$ cat src/rtl/button_fifo_reader.sv
// Purpose: pops button events from the FIFO into a one-entry holding register read by the CPU.
// Latency: 2 cycles from empty falling (in IDLE) or consume (FIFO non-empty) to btn_valid=1.
// Backpressure: a held event blocks further pops until consume; pops never issue while empty=1.
// Ports: clk/rst (async active-low), FIFO read side (empty, rd_en, dout),
//        CPU side (consume, irq_en, btn_valid, btn_data, irq, event_count).
module button_fifo_reader #(
  parameter int DATA_WIDTH = 3,
  parameter int CNT_WIDTH  = 32
) (
  input  logic                  clk,
  input  logic                  rst,
  input  logic                  empty,
  output logic                  rd_en,
  input  logic [DATA_WIDTH-1:0] dout,
  input  logic                  consume,
  input  logic                  irq_en,
  output logic                  btn_valid,
  output logic [DATA_WIDTH-1:0] btn_data,
  output logic                  irq,
  output logic [CNT_WIDTH-1:0]  event_count
);

  typedef enum logic [1:0] {
    IDLE  = 2'd0,
    FETCH = 2'd1,
    HOLD  = 2'd2
  } state_t;

  localparam logic [CNT_WIDTH-1:0] CNT_ONE = {{(CNT_WIDTH-1){1'b0}}, 1'b1};

  state_t                state_q, state_d;
  logic                  btn_valid_q, btn_valid_d;
  logic [DATA_WIDTH-1:0] btn_data_q, btn_data_d;
  logic [CNT_WIDTH-1:0]  event_count_q, event_count_d;
  logic                  pop;

  always_ff @(posedge clk or negedge rst) begin
    if (!rst) begin
      state_q       <= IDLE;
      btn_valid_q   <= 1'b0;
      btn_data_q    <= '0;
      event_count_q <= '0;
    end else begin
      state_q       <= state_d;
      btn_valid_q   <= btn_valid_d;
      btn_data_q    <= btn_data_d;
      event_count_q <= event_count_d;
    end
  end

  always_comb begin
    state_d       = state_q;
    btn_valid_d   = btn_valid_q;
    btn_data_d    = btn_data_q;
    event_count_d = event_count_q;
    pop           = 1'b0;

    case (state_q)
      IDLE: begin
        if (!empty) begin
          pop     = 1'b1;
          state_d = FETCH;
        end
      end

      // FIFO read data is registered, so it is valid exactly one cycle after the pop.
      FETCH: begin
        btn_data_d  = dout;
        btn_valid_d = 1'b1;
        state_d     = HOLD;
      end

      HOLD: begin
        if (consume) begin
          btn_valid_d   = 1'b0;
          btn_data_d    = '0;
          event_count_d = event_count_q + CNT_ONE;
          // Back-to-back pop: the next entry is requested in the release cycle,
          // leaving a single bubble cycle with btn_valid=0.
          if (!empty) begin
            pop     = 1'b1;
            state_d = FETCH;
          end else begin
            state_d = IDLE;
          end
        end
      end

      default: begin
        state_d     = IDLE;
        btn_valid_d = 1'b0;
        btn_data_d  = '0;
      end
    endcase
  end

  // Reset gates the strobe directly so the FIFO never sees a pop while in reset.
  assign rd_en       = pop & rst;
  assign btn_valid   = btn_valid_q;
  assign btn_data    = btn_data_q;
  assign irq         = btn_valid_q & irq_en;
  assign event_count = event_count_q;

endmodule
$ cat config.mk
export PLATFORM = sky130hd
export DESIGN_NAME = button_fifo_reader
export DESIGN_NICKNAME = d
export VERILOG_FILES = /design/src/rtl/button_fifo_reader.sv
export SDC_FILE = /design/constraint.sdc
export NUM_CORES = 1
export LEC_CHECK = 0
export BUFFER_PORTS_ARGS = -buffer_cell sky130_fd_sc_hd__buf_2
export CORE_AREA = 3 3 50 85
export DETAILED_ROUTE_END_ITERATION = 6
export DIE_AREA = 0 0 53 88
export HOLD_SLACK_MARGIN = 0.08
export PLACE_DENSITY = 0.79
export SLEW_MARGIN = 0
export SYNTH_ARGS = -nofsm -noshare
export SYNTH_HDL_FRONTEND = slang
export SYNTH_SLANG_ARGS = --single-unit
$ cat constraint.sdc
create_clock -name clk -period 2.1 [get_ports clk]
set_input_delay 0.105 -clock clk [delete_from_list [all_inputs] [get_ports clk]]
set_output_delay 0.105 -clock clk [all_outputs]
set_load 0.02 [all_outputs]
---- After elaboration in Yosys (flattened, before gate mapping) ----
Cells that the tools add are included.
word-level totals
  word-level logic and storage cells ...... 27
  input bits .............................. 8
  bits in registers ....................... 38
operators by class
  reductions and logical operators ........ 4
  add/subtract/negate cells ............... 1
  equality and inequality tests ........... 4
  bitwise logic cells ..................... 3
  muxes and demuxes ....................... 11
operators with widths
  kind                                           count
  adder 32 x 1 -> 32 bit, second input constant  1
  case mux 3 bit (3 select lines)                1
  case mux 2 bit (3 select lines)                1
  AND reduction 2 bit                            3
  2-to-1 mux 1 bit                               4
  2-to-1 mux 2 bit                               2
  != test 2 bit, second input constant           2
  2-to-1 mux 3 bit                               1
  case mux 1 bit (3 select lines)                1
  bitwise AND 1 bit                              2
  == test 2 x 1 -> 1 bit, second input constant  1
  == test 2 bit, second input constant           1
  zero test 2 bit                                1
  case mux 1 bit (2 select lines)                1
  NOT 1 bit                                      1

---- Depth between registers and ports, before layout ----
Gate-level depths: netlist of the first run.
  word-level depth ........................ 4
  mapped depth ............................ 7
  mapped depth without buffers ............ 4

---- Worst setup path before layout of the first run ----
No wires, ideal clock.
  path type ............................... reg-to-reg
  start ................................... register event_count_q[2] (netlist: event_count[2])
  end ..................................... register event_count_q[9] (netlist: event_count[9])
  setup time .............................. 132 ps
  period minus slack after synthesis ...... 1586 ps
  path slack .............................. 514 ps
  stages on the path, launching flop included .. 6
  data required time ...................... 1968 ps
  data arrival time ....................... 1453 ps
  cell sequence ........................... dfrtp_1 -> and3_2 -> and3_1 -> buf_2 -> and3_1 -> xor2_1
between the ends
  word-level cells in the longest chain between the ends .. 1
ends and longest elaborated chain
  what                      RTL line  text
  start: declaration        34        logic [CNT_WIDTH-1:0] event_count_q, event_count_d;
  start signal: assignment  47        event_count_q <= event_count_d;
  adder 32 x 1 -> 32 bit    77        event_count_d = event_count_q + CNT_ONE;
Every way passes these cells.
A chain may end at the register's enable or synchronous reset.

---- Worst setup path in the final report of the first run ----
  start ................................... register state_q[0]
  end ..................................... register event_count_q[28] (netlist: event_count[28])
between the ends
  word-level cells in the longest chain between the ends .. 2
ends and longest elaborated chain
  what                           RTL line  text
  start: declaration             31        state_t state_q, state_d;
  start signal: assignment       44        state_q <= state_d;
  == test 2 bit                  58        case (state_q)
  AND reduction 2 bit (no line)  -
Every way passes these cells.

==> results of run 1 <==
[worst max-delay path: cells and delay by family (launching register included)]
kind / cells / cell delay (ns)
simple gates: 3 / 0.78
flops: 1 / 0.48
buf+inv: 1 / 0.19
xor+xnor: 1 / 0.17
[worst paths after layout]
check | cells after the start | endpoint | slack, ns | startpoint
max | 5 | event_count[28]$_DFFE_PN0P_ | 0.39 | state_q[0]$_DFFE_PN0P_
min | 3 | state_q[0]$_DFFE_PN0P_ | 0.08 | consume
min reg2reg | 1 | event_count[31]$_DFFE_PN0P_ | 0.47 | event_count[31]$_DFFE_PN0P_
max reg2reg | 5 | event_count[28]$_DFFE_PN0P_ | 0.39 | state_q[0]$_DFFE_PN0P_
min in group asynchronous | 3 | event_count[24]$_DFFE_PN0P_ | 0.42 | rst
max in group asynchronous | 3 | event_count[0]$_DFFE_PN0P_ | 1.32 | rst
[final cells by class]
| cell class | count | area, µm² | share of cell area (%) |
|---|---|---|---|
| Clock buffer | 5 | 68.8 | 3.03 |
| Clock inverter | 3 | 68.8 | 3.03 |
| Inverter | 3 | 11.3 | 0.495 |
| Tap cell | 46 | 57.6 | 2.53 |
| Sequential cell | 38 | 951 | 41.8 |
| Timing Repair Buffer | 50 | 268 | 11.8 |
| Multi-Input combinational cell | 110 | 848 | 37.3 |
[power by group]
group / leakage (nW) / internal, W / switching (W)
combinational: 0.609 / 0.000146 / 0.000222
clock: 0.0683 / 0.000476 / 0.000273
sequential: 0.508 / 0.000811 / 0.000109
[logic make-up after synthesis]
kind of cell | after synthesis | share of synthesized area (%)
adder cells (fa/ha/maj) | 1 | 0.679
AND/OR/NAND/NOR | 67 | 25.9
multiplexers | 5 | 2.85
flip-flops | 38 | 51.6
AO/OA/AOI/OAI | 6 | 1.90
XOR/XNOR | 31 | 14.7
buffers and inverters | 7 | 2.38
[through the flow]
stage | utilization (%) | hold slack [ns]
final | 62.0 | 0.0826
after global routing | 62.0 | 0.120
after CTS | 62.0 | 0.0811
after detailed placement | 57.7 | 0.227
after global placement | 57.7 | 0.229
after floorplan | - | -0.191
[registers in the layout, indices dropped and copies added (netlist names)]
signal,cells
event_count,32
btn_data,3
state_q,2
btn_valid,1
[layer usage]
layer  track usage (%)  up-vias  part of all wire (%)
met4              7.67        0                   1.8
met3              4.94        7                   5.7
met1              21.1      681                    39
met2              34.6       38                    53
li1                  -      653                     -
met5                 0        -                     0
[cells in the final DEF (no fill, tap or decap)]
master	n
buf_2	45
nand4_2	1
nand4_4	2
and3b_1	1
inv_1	3
and4_2	2
ha_1	1
mux2i_1	3
nor3_1	7
clkinv_4	1
nand4_1	8
mux2_2	2
dfrtp_1	38
and4_4	1
xnor2_1	15
o21a_1	1
buf_4	3
nand2_1	14
and4_1	3
and3_1	3
nand3_4	1
nor2_1	2
nand3_1	6
a211oi_1	1
o21ai_0	4
bufinv_16	2
nand2_2	1
clkbuf_8	5
and2_1	4
xor2_1	16
and2_2	1
dlygate4sd3_1	2
and3_2	4
nor4_2	6
==> flow_summary.yaml, run 1 <==
cts:
  cts_hold_repair.buffers: 2
  cts.repair_timing.setup_buffer_count: 0
  post_cts_resize_count: 0
  clkTransAtPathRegs_ns: 0.07
  cts_made_buffers: 5
  tritoncts_clock_tree: "yes"
  worstSkewPairLatency_ns: 0.30
  htree_num_levels: 2
  clock_sink_count: 38
  cts_max_path_buffers: 2
  cts.root.buffer_cell: "clkbuf_8"
layout:
  diodes: 0
  areaGrowthSynthToFinish_pct: 23.4
  final_layout_size_suffix_gt1_share_pct: 36.8
  layout.cell_area.non_filler_um2: 2270
  final_nets: 217
  finish.cell_count_without_fillers: 255
  final.fill_count: 324
synthesis:
  synth_common_cells: "dfrtp_1 (38), xor2_1 (16), xnor2_1 (15)"
  ys_top_cells_by_area: "dfrtp_1 (52%), xor2_1 (7.6%), xnor2_1 (7.1%)"
  syn_area_um2: 1840
  synth_nets: 164
  synthDominantCellAreaShare_pct: 51.6
  yosys_warnings: 0
  synth_flop_cell: "dfrtp_1"
  synth_sequential_area_ratio_pct: 51.6
  synth_seq_cells: 38
  synth_enable_flop_cells: 0
  avg_synthesized_cell_area_um2: 11.9
  yosys.cell_count.top_type: "dfrtp_1"
  post-synth-top-area-cell: "dfrtp_1"
  post_synth_arst_share_pct: 100
  synthesis.instances: 155
  synth.lib_cells_used.distinct: 30
detailed_routing:
  vias: 1379
  pre_antenna_drt_iters: 4
  final_antenna_net_count: 0
  drtIter0Drc: 24
  vias_per_cell: 5.41
  route.detailed.drc: 0
  finalWirelength_um: 3930
  wire_per_inst_um: 15.4
die:
  die_area_um2: 4660
  core_region_area_um2: 3660
  die-height_um: 88
  num_io_pins: 46
  floorplan.rows: 29
  floorplan.initialDensity_pct: 50.3
  die_width_um: 53
place:
  placedCellCount: 245
  placedInstanceArea_um2: 2120
  port-buffer-count: 45
  finalWeightedCongestion: 0.782
  post-dp-hpwl_um: 2880
  placement.setup.worst_slack_ns: 0.384
timing:
  worstMarginPinSlew_ns: 0.491
  setup-tns-final_ns: 0
  finalMaxSlewViolations: 0
  clock-skew-final_ns: 0.00824
  maxSlewHeadroom_pct: 67.3
  finalSetupViolCount: 0
  finalHoldViolations: 0
  post-route-period-util_pct: 81.3
  period_needed_ns: 1.71
  timing_limited_maximum_frequency_mhz: 585
  grt_setup_unrepaired: "false"
  setup_slack_ns: 0.392
worst_setup_path:
  arrival_ns: 1.93
  crit_end_element: "flip-flop"
  critPathMaxFanout: 9
  timing.critical_path.cells: "and3b_1 -> buf_4 -> nand3_4 -> nor4_2 -> xor2_1"
  worst_path_max_delay_cell: "dfrtp_1"
  timing.critical_path.required_ns: 2.32
  setup.worst_path.start_class: "flip-flop"
  cp_slowest_stage_delay_ns: 0.48
  critical_path_class: "flip-flop to flip-flop"
power:
  vdd_ir_drop_max_mv: 0.931
  leakagePower_nw: 1.19
  totalPowerFinal_w: 0.00204
  power_density_nw_per_um2: 896
global_route:
  grt_first_pass_wirelength_um: 6610
  pin_count_of_the_biggest_net_entering_global_routing: 39
  first_global_vias: 1412
  grt_util_all_layers_pct: 19.3
  grt_overflow_total: 0
  grt_antenna_before_repair: 0
worst_hold_path:
  min-delay-path-class: "primary input to flip-flop"
run_status:
  status: "finished clean"
flow_run:
  max_cap_viol_count: 0
Power figures use the tool's default switching activity.
==> inputs of run 2 (changes only) <==
==> constraint.sdc (replaced) <==
create_clock -name clk -period 1.6 [get_ports clk]
set_input_delay 0.08 -clock clk [delete_from_list [all_inputs] [get_ports clk]]
set_output_delay 0.08 -clock clk [all_outputs]
set_load 0.02 [all_outputs]
==> run 2 against run 1 <==
Effect of this change:
- clock power rose by 33%
- critical path type unchanged
- final cell count up 5.1%
- flip-flop and latch count did not move
- register-to-register slack got worse by 0.33 ns
- largest power group unchanged
- sequential power is 25% higher
- cell area increased by 5.5%
- combinational power is 71% higher
- non-clock buffer count grew 13
==> flow_summary.yaml, run 2 (same netlist as run 1, synthesis figures left out) <==
run_status:
  status: "finished clean"
layout:
  layout.cell_area.non_filler_um2: 2400
  final_nets: 230
  final_common_cell: "buf_2"
  final_layout_size_suffix_gt1_share_pct: 41.4
  number_of_flip_flops_in_the_largest_register: 32
  diodes: 0
  areaGrowthSynthToFinish_pct: 30.1
  fin_util_pct: 65.4
  leading_cell_types_in_the_layout_fill_and_taps_excluded: "buf_2 (45), dfrtp_1 (38), xor2_1 (16), xnor2_1 (15), buf_4 (15)"
detailed_routing:
  route.detailed.drc: 0
  drtIter0Drc: 28
  vias_per_cell: 5.33
  highest-signal-layer: "met4"
  wirelength_met1_um: 1540
  finalWirelength_um: 4180
  final_antenna_net_count: 0
  vias: 1428
  met2_wirelength_um: 2350
  pre_antenna_drt_iters: 4
  wire_per_inst_um: 15.6
  route.met3.wl_um: 205
die:
  num_io_pins: 46
  floorplan.initialDensity_pct: 50.3
  core_region_area_um2: 3660
  die_area_um2: 4660
  die_width_um: 53
  floorplan.rows: 29
  die-height_um: 88
worst_setup_path:
  timing.critical_path.required_ns: 1.81
  setup.worst_path.start_class: "flip-flop"
  critical_path_class: "flip-flop to flip-flop"
  critPathMaxFanout: 8
  arrival_ns: 1.74
  crit_end_element: "flip-flop"
timing:
  finalHoldViolations: 0
  grt_setup_unrepaired: "true"
  period_needed_ns: 1.53
  finalMaxSlewViolations: 0
  post-route-period-util_pct: 95.9
  maxSlewHeadroom_pct: 69.2
  finalSetupViolCount: 0
  setup_slack_ns: 0.0658
  worstMarginPinSlew_ns: 0.462
  timing_limited_maximum_frequency_mhz: 652
  clock-skew-final_ns: 0.00460
global_route:
  pin_count_of_the_biggest_net_entering_global_routing: 39
  first_global_vias: 1543
  grt_util_all_layers_pct: 21.6
  grt_overflow_total: 0
  grt_first_pass_wirelength_um: 7340
  grt_antenna_before_repair: 0
place:
  placedInstanceArea_um2: 2210
  finalWeightedCongestion: 0.812
  placement.setup.worst_slack_ns: 0.0437
  port-buffer-count: 45
  post-dp-hpwl_um: 3080
cts:
  clkTransAtPathRegs_ns: 0.07
  cts_made_buffers: 5
  htree_num_levels: 2
  cts.root.buffer_cell: "clkbuf_8"
  tritoncts_clock_tree: "yes"
  cts_max_path_buffers: 2
  worstSkewPairLatency_ns: 0.29
  cts.repair_timing.setup_buffer_count: 0
  clock_sink_count: 38
power:
  power_density_nw_per_um2: 1160
  vdd_ir_drop_max_mv: 1.20
  leakagePower_nw: 1.28
flow_run:
  max_cap_viol_count: 0
worst_hold_path:
  min-delay-path-class: "primary input to flip-flop"
[run 2: layout make-up]
type / count / area (µm²)
fill: 313 / 1270
sequential: 38 / 951
multi-input combinational: 110 / 868
timing repair buffer: 63 / 368
clock buffer: 6 / 82.6
clock inverter: 2 / 60.1
tap: 46 / 57.6
inverter: 3 / 11.3
[run 2: per-stage QoR]
stage	power (W)	setup TNS (ns)	hold slack, ns	std cells
final	0.00278	0	0.0911	268
after global routing	0.00290	-0.145	0.122	268
after CTS	0.00279	0	0.0854	268
after global placement	0.00176	0	0.198	257
after detailed placement	0.00178	0	0.199	257
after floorplan	0.00152	0	-0.216	155
[run 2: worst paths after layout]
| path | from | endpoint | slack, ns | depth (start not counted) |
|---|---|---|---|---|
| max | state_q[0]$_DFFE_PN0P_ | event_count[25]$_DFFE_PN0P_ | 0.07 | 5 |
| min reg2reg | event_count[31]$_DFFE_PN0P_ | event_count[31]$_DFFE_PN0P_ | 0.47 | 1 |
| max in group asynchronous | rst | event_count[5]$_DFFE_PN0P_ | 0.87 | 3 |
| max reg2reg | state_q[0]$_DFFE_PN0P_ | event_count[25]$_DFFE_PN0P_ | 0.07 | 5 |
| min in group asynchronous | rst | event_count[4]$_DFFE_PN0P_ | 0.40 | 3 |
| min | dout[0] | btn_data[0]$_DFFE_PN0P_ | 0.09 | 3 |
[run 2: repair_timing]
action                                  4_1_cts  5_1_grt
endpoints found under the hold margin        39        0
gates resized for setup                       0        4
endpoints found under the setup margin        0       11
hold buffers                                  3        0
[run 2: critical path, cell delays in order, from the launching register on]
cell	delay, ns
dfrtp_1	0.39
and3b_1	0.25
buf_4	0.16
nand4_4	0.17
nor4_2	0.29
xor2_1	0.19
[run 2: layer usage]
metal	GRT usage, %	vias to the layer above
met5	0	-
met4	8.37	0
met3	5.11	8
met2	38.7	44
met1	24.0	699
li1	-	677
[run 2: where the power goes]
| part | switching, W | internal [W] | total (W) |
|---|---|---|---|
| Combinational | 0.000384 | 0.000246 | 0.000630 |
| Sequential | 0.0000842 | 0.00107 | 0.00115 |
| Clock | 0.000335 | 0.000665 | 0.000999 |
==> inputs of run 3 (changes only) <==
--- a/config.mk
+++ b/config.mk
@@ -6,11 +6,11 @@
 export NUM_CORES = 1
 export LEC_CHECK = 0
 export BUFFER_PORTS_ARGS = -buffer_cell sky130_fd_sc_hd__buf_2
-export CORE_AREA = 3 3 50 85
+export CORE_AREA = 3 3 55 94
 export DETAILED_ROUTE_END_ITERATION = 6
-export DIE_AREA = 0 0 53 88
+export DIE_AREA = 0 0 58 97
 export HOLD_SLACK_MARGIN = 0.08
-export PLACE_DENSITY = 0.79
+export PLACE_DENSITY_LB_ADDON = 0.12
 export SLEW_MARGIN = 0
 export SYNTH_ARGS = -nofsm -noshare
 export SYNTH_HDL_FRONTEND = slang
==> run 3 against run 2 <==
Effect of this change:
- cell area decreased by 2.1%
- final cell count rose by 0.75%
- clock skew increased by 0.00053 ns
- sequential share of layout area up 0.84 points
- largest cell class unchanged
- highest routed layer unchanged
==> flow_summary.yaml, run 3 (same netlist as run 1, synthesis figures left out) <==
detailed_routing:
  pre_antenna_drt_iters: 3
  vias_per_cell: 5.24
  finalWirelength_um: 4020
  route.detailed.drc: 0
  final_antenna_net_count: 0
  vias: 1416
  drtIter0Drc: 36
  wire_per_inst_um: 14.9
layout:
  final_nets: 227
  diodes: 0
  final_common_cell: "buf_2"
  areaGrowthSynthToFinish_pct: 27.4
  final_layout_size_suffix_gt1_share_pct: 39.7
  number_of_flip_flops_in_the_largest_register: 32
  finish.cell_count_without_fillers: 270
  leading_cell_types_in_the_layout_fill_and_taps_excluded: "buf_2 (45), dfrtp_1 (38), xor2_1 (16), xnor2_1 (15), nand2_1 (14)"
global_route:
  first_global_vias: 1500
  grt_util_all_layers_pct: 15.7
  pin_count_of_the_biggest_net_entering_global_routing: 39
  grt_antenna_before_repair: 0
  grt_overflow_total: 0
  grt_first_pass_wirelength_um: 7020
timing:
  worstMarginPinSlew_ns: 0.496
  finalHoldViolations: 0
  grt_setup_unrepaired: "true"
  clock-skew-final_ns: 0.00514
  period_needed_ns: 1.53
  post-route-period-util_pct: 95.5
  maxSlewHeadroom_pct: 66.9
  setup-tns-final_ns: 0
  finalSetupViolCount: 0
  finalMaxSlewViolations: 0
  timing_limited_maximum_frequency_mhz: 655
  holdWs_ns: 0.0874
worst_setup_path:
  critical_path_class: "flip-flop to flip-flop"
  critPathMaxFanout: 5
  r2r.worst_path.cells: 4
  timing.critical_path.cells: "and4_2 -> nand4_1 -> nor3_1 -> xor2_1"
  setup.worst_path.start_class: "flip-flop"
  worst_path_max_delay_cell: "dfrtp_1"
  arrival_ns: 1.74
  cp_slowest_stage_delay_ns: 0.40
  timing.critical_path.required_ns: 1.81
  crit_end_element: "flip-flop"
die:
  die_width_um: 58
  floorplan.rows: 32
  die-height_um: 97
  num_io_pins: 46
  die_area_um2: 5630
  floorplan.initialDensity_pct: 41.1
  core_region_area_um2: 4480
power:
  vdd_ir_drop_max_mv: 0.900
  totalPowerFinal_w: 0.00245
  power_density_nw_per_um2: 1040
  leakagePower_nw: 1.25
worst_hold_path:
  min-delay-path-class: "primary input to flip-flop"
  timing.hold.worst_path_depth: 3
cts:
  tritoncts_clock_tree: "yes"
  cts_made_buffers: 5
  cts.repair_timing.setup_buffer_count: 0
  cts_max_path_buffers: 2
  cts.root.buffer_cell: "clkbuf_8"
  clkTransAtPathRegs_ns: 0.08
  worstSkewPairLatency_ns: 0.29
  clock_sink_count: 38
  htree_num_levels: 2
place:
  finalWeightedCongestion: 0.748
  port-buffer-count: 45
  placedCellCount: 258
  post-dp-hpwl_um: 3010
run_status:
  status: "finished clean"
flow_run:
  max_cap_viol_count: 0
[run 3: worst paths after layout]
check,startpoint,endpoint,slack [ns]
min in group asynchronous,rst,event_count[6]$_DFFE_PN0P_,0.40
min reg2reg,event_count[31]$_DFFE_PN0P_,event_count[31]$_DFFE_PN0P_,0.47
max,event_count[16]$_DFFE_PN0P_,event_count[27]$_DFFE_PN0P_,0.07
min,dout[2],btn_data[2]$_DFFE_PN0P_,0.09
max reg2reg,event_count[16]$_DFFE_PN0P_,event_count[27]$_DFFE_PN0P_,0.07
max in group asynchronous,rst,event_count[25]$_DFFE_PN0P_,0.85
[run 3: metal layers]
layer,vias to the layer above,GRT usage [%],part of all wire (%)
met1,700,19.1,41
met4,0,6.61,2.6
met3,9,3.47,4.5
met5,-,0,0
li1,671,-,-
met2,36,26.0,51
[run 3: metrics by stage]
step / worst slack [ns] / util (%) / area [µm²]
finish: 0.0721 / 52.4 / 2350
global route: -0.0530 / 52.4 / 2350
CTS: 0.0467 / 51.9 / 2330
detailed placement: 0.0621 / 48.9 / 2190
global placement: 0.113 / 48.9 / 2190
floorplan: 0.0143 / - / 1840
[run 3: critical path: cells and delay by family (launching register included)]
family,cells,cell delay (ns)
and+or+nand+nor,3,0.85
DFF,1,0.40
xor gates and xnor gates,1,0.19
[run 3: final cells by class]
type,count,area (µm²)
Sequential cell,38,951
Tap cell,51,63.8
Timing Repair Buffer,60,360
Clock buffer,7,86.3
Inverter,3,11.3
Multi-Input combinational cell,110,871
Fill cell,422,2140
Clock inverter,1,5.00
[run 3: where the power goes]
part	internal (W)	switching [W]
Combinational	0.000253	0.000366
Clock	0.000348	0.000338
Sequential	0.00107	0.0000800
Total	0.00167	0.000784
[run 3: timing repair]
| action | 4_1_cts | 5_1_grt |
|---|---|---|
| endpoints found under the hold margin | 40 | 0 |
| hold buffers | 4 | 0 |
| gates resized for setup | 0 | 5 |
| endpoints found under the setup margin | 0 | 14 |
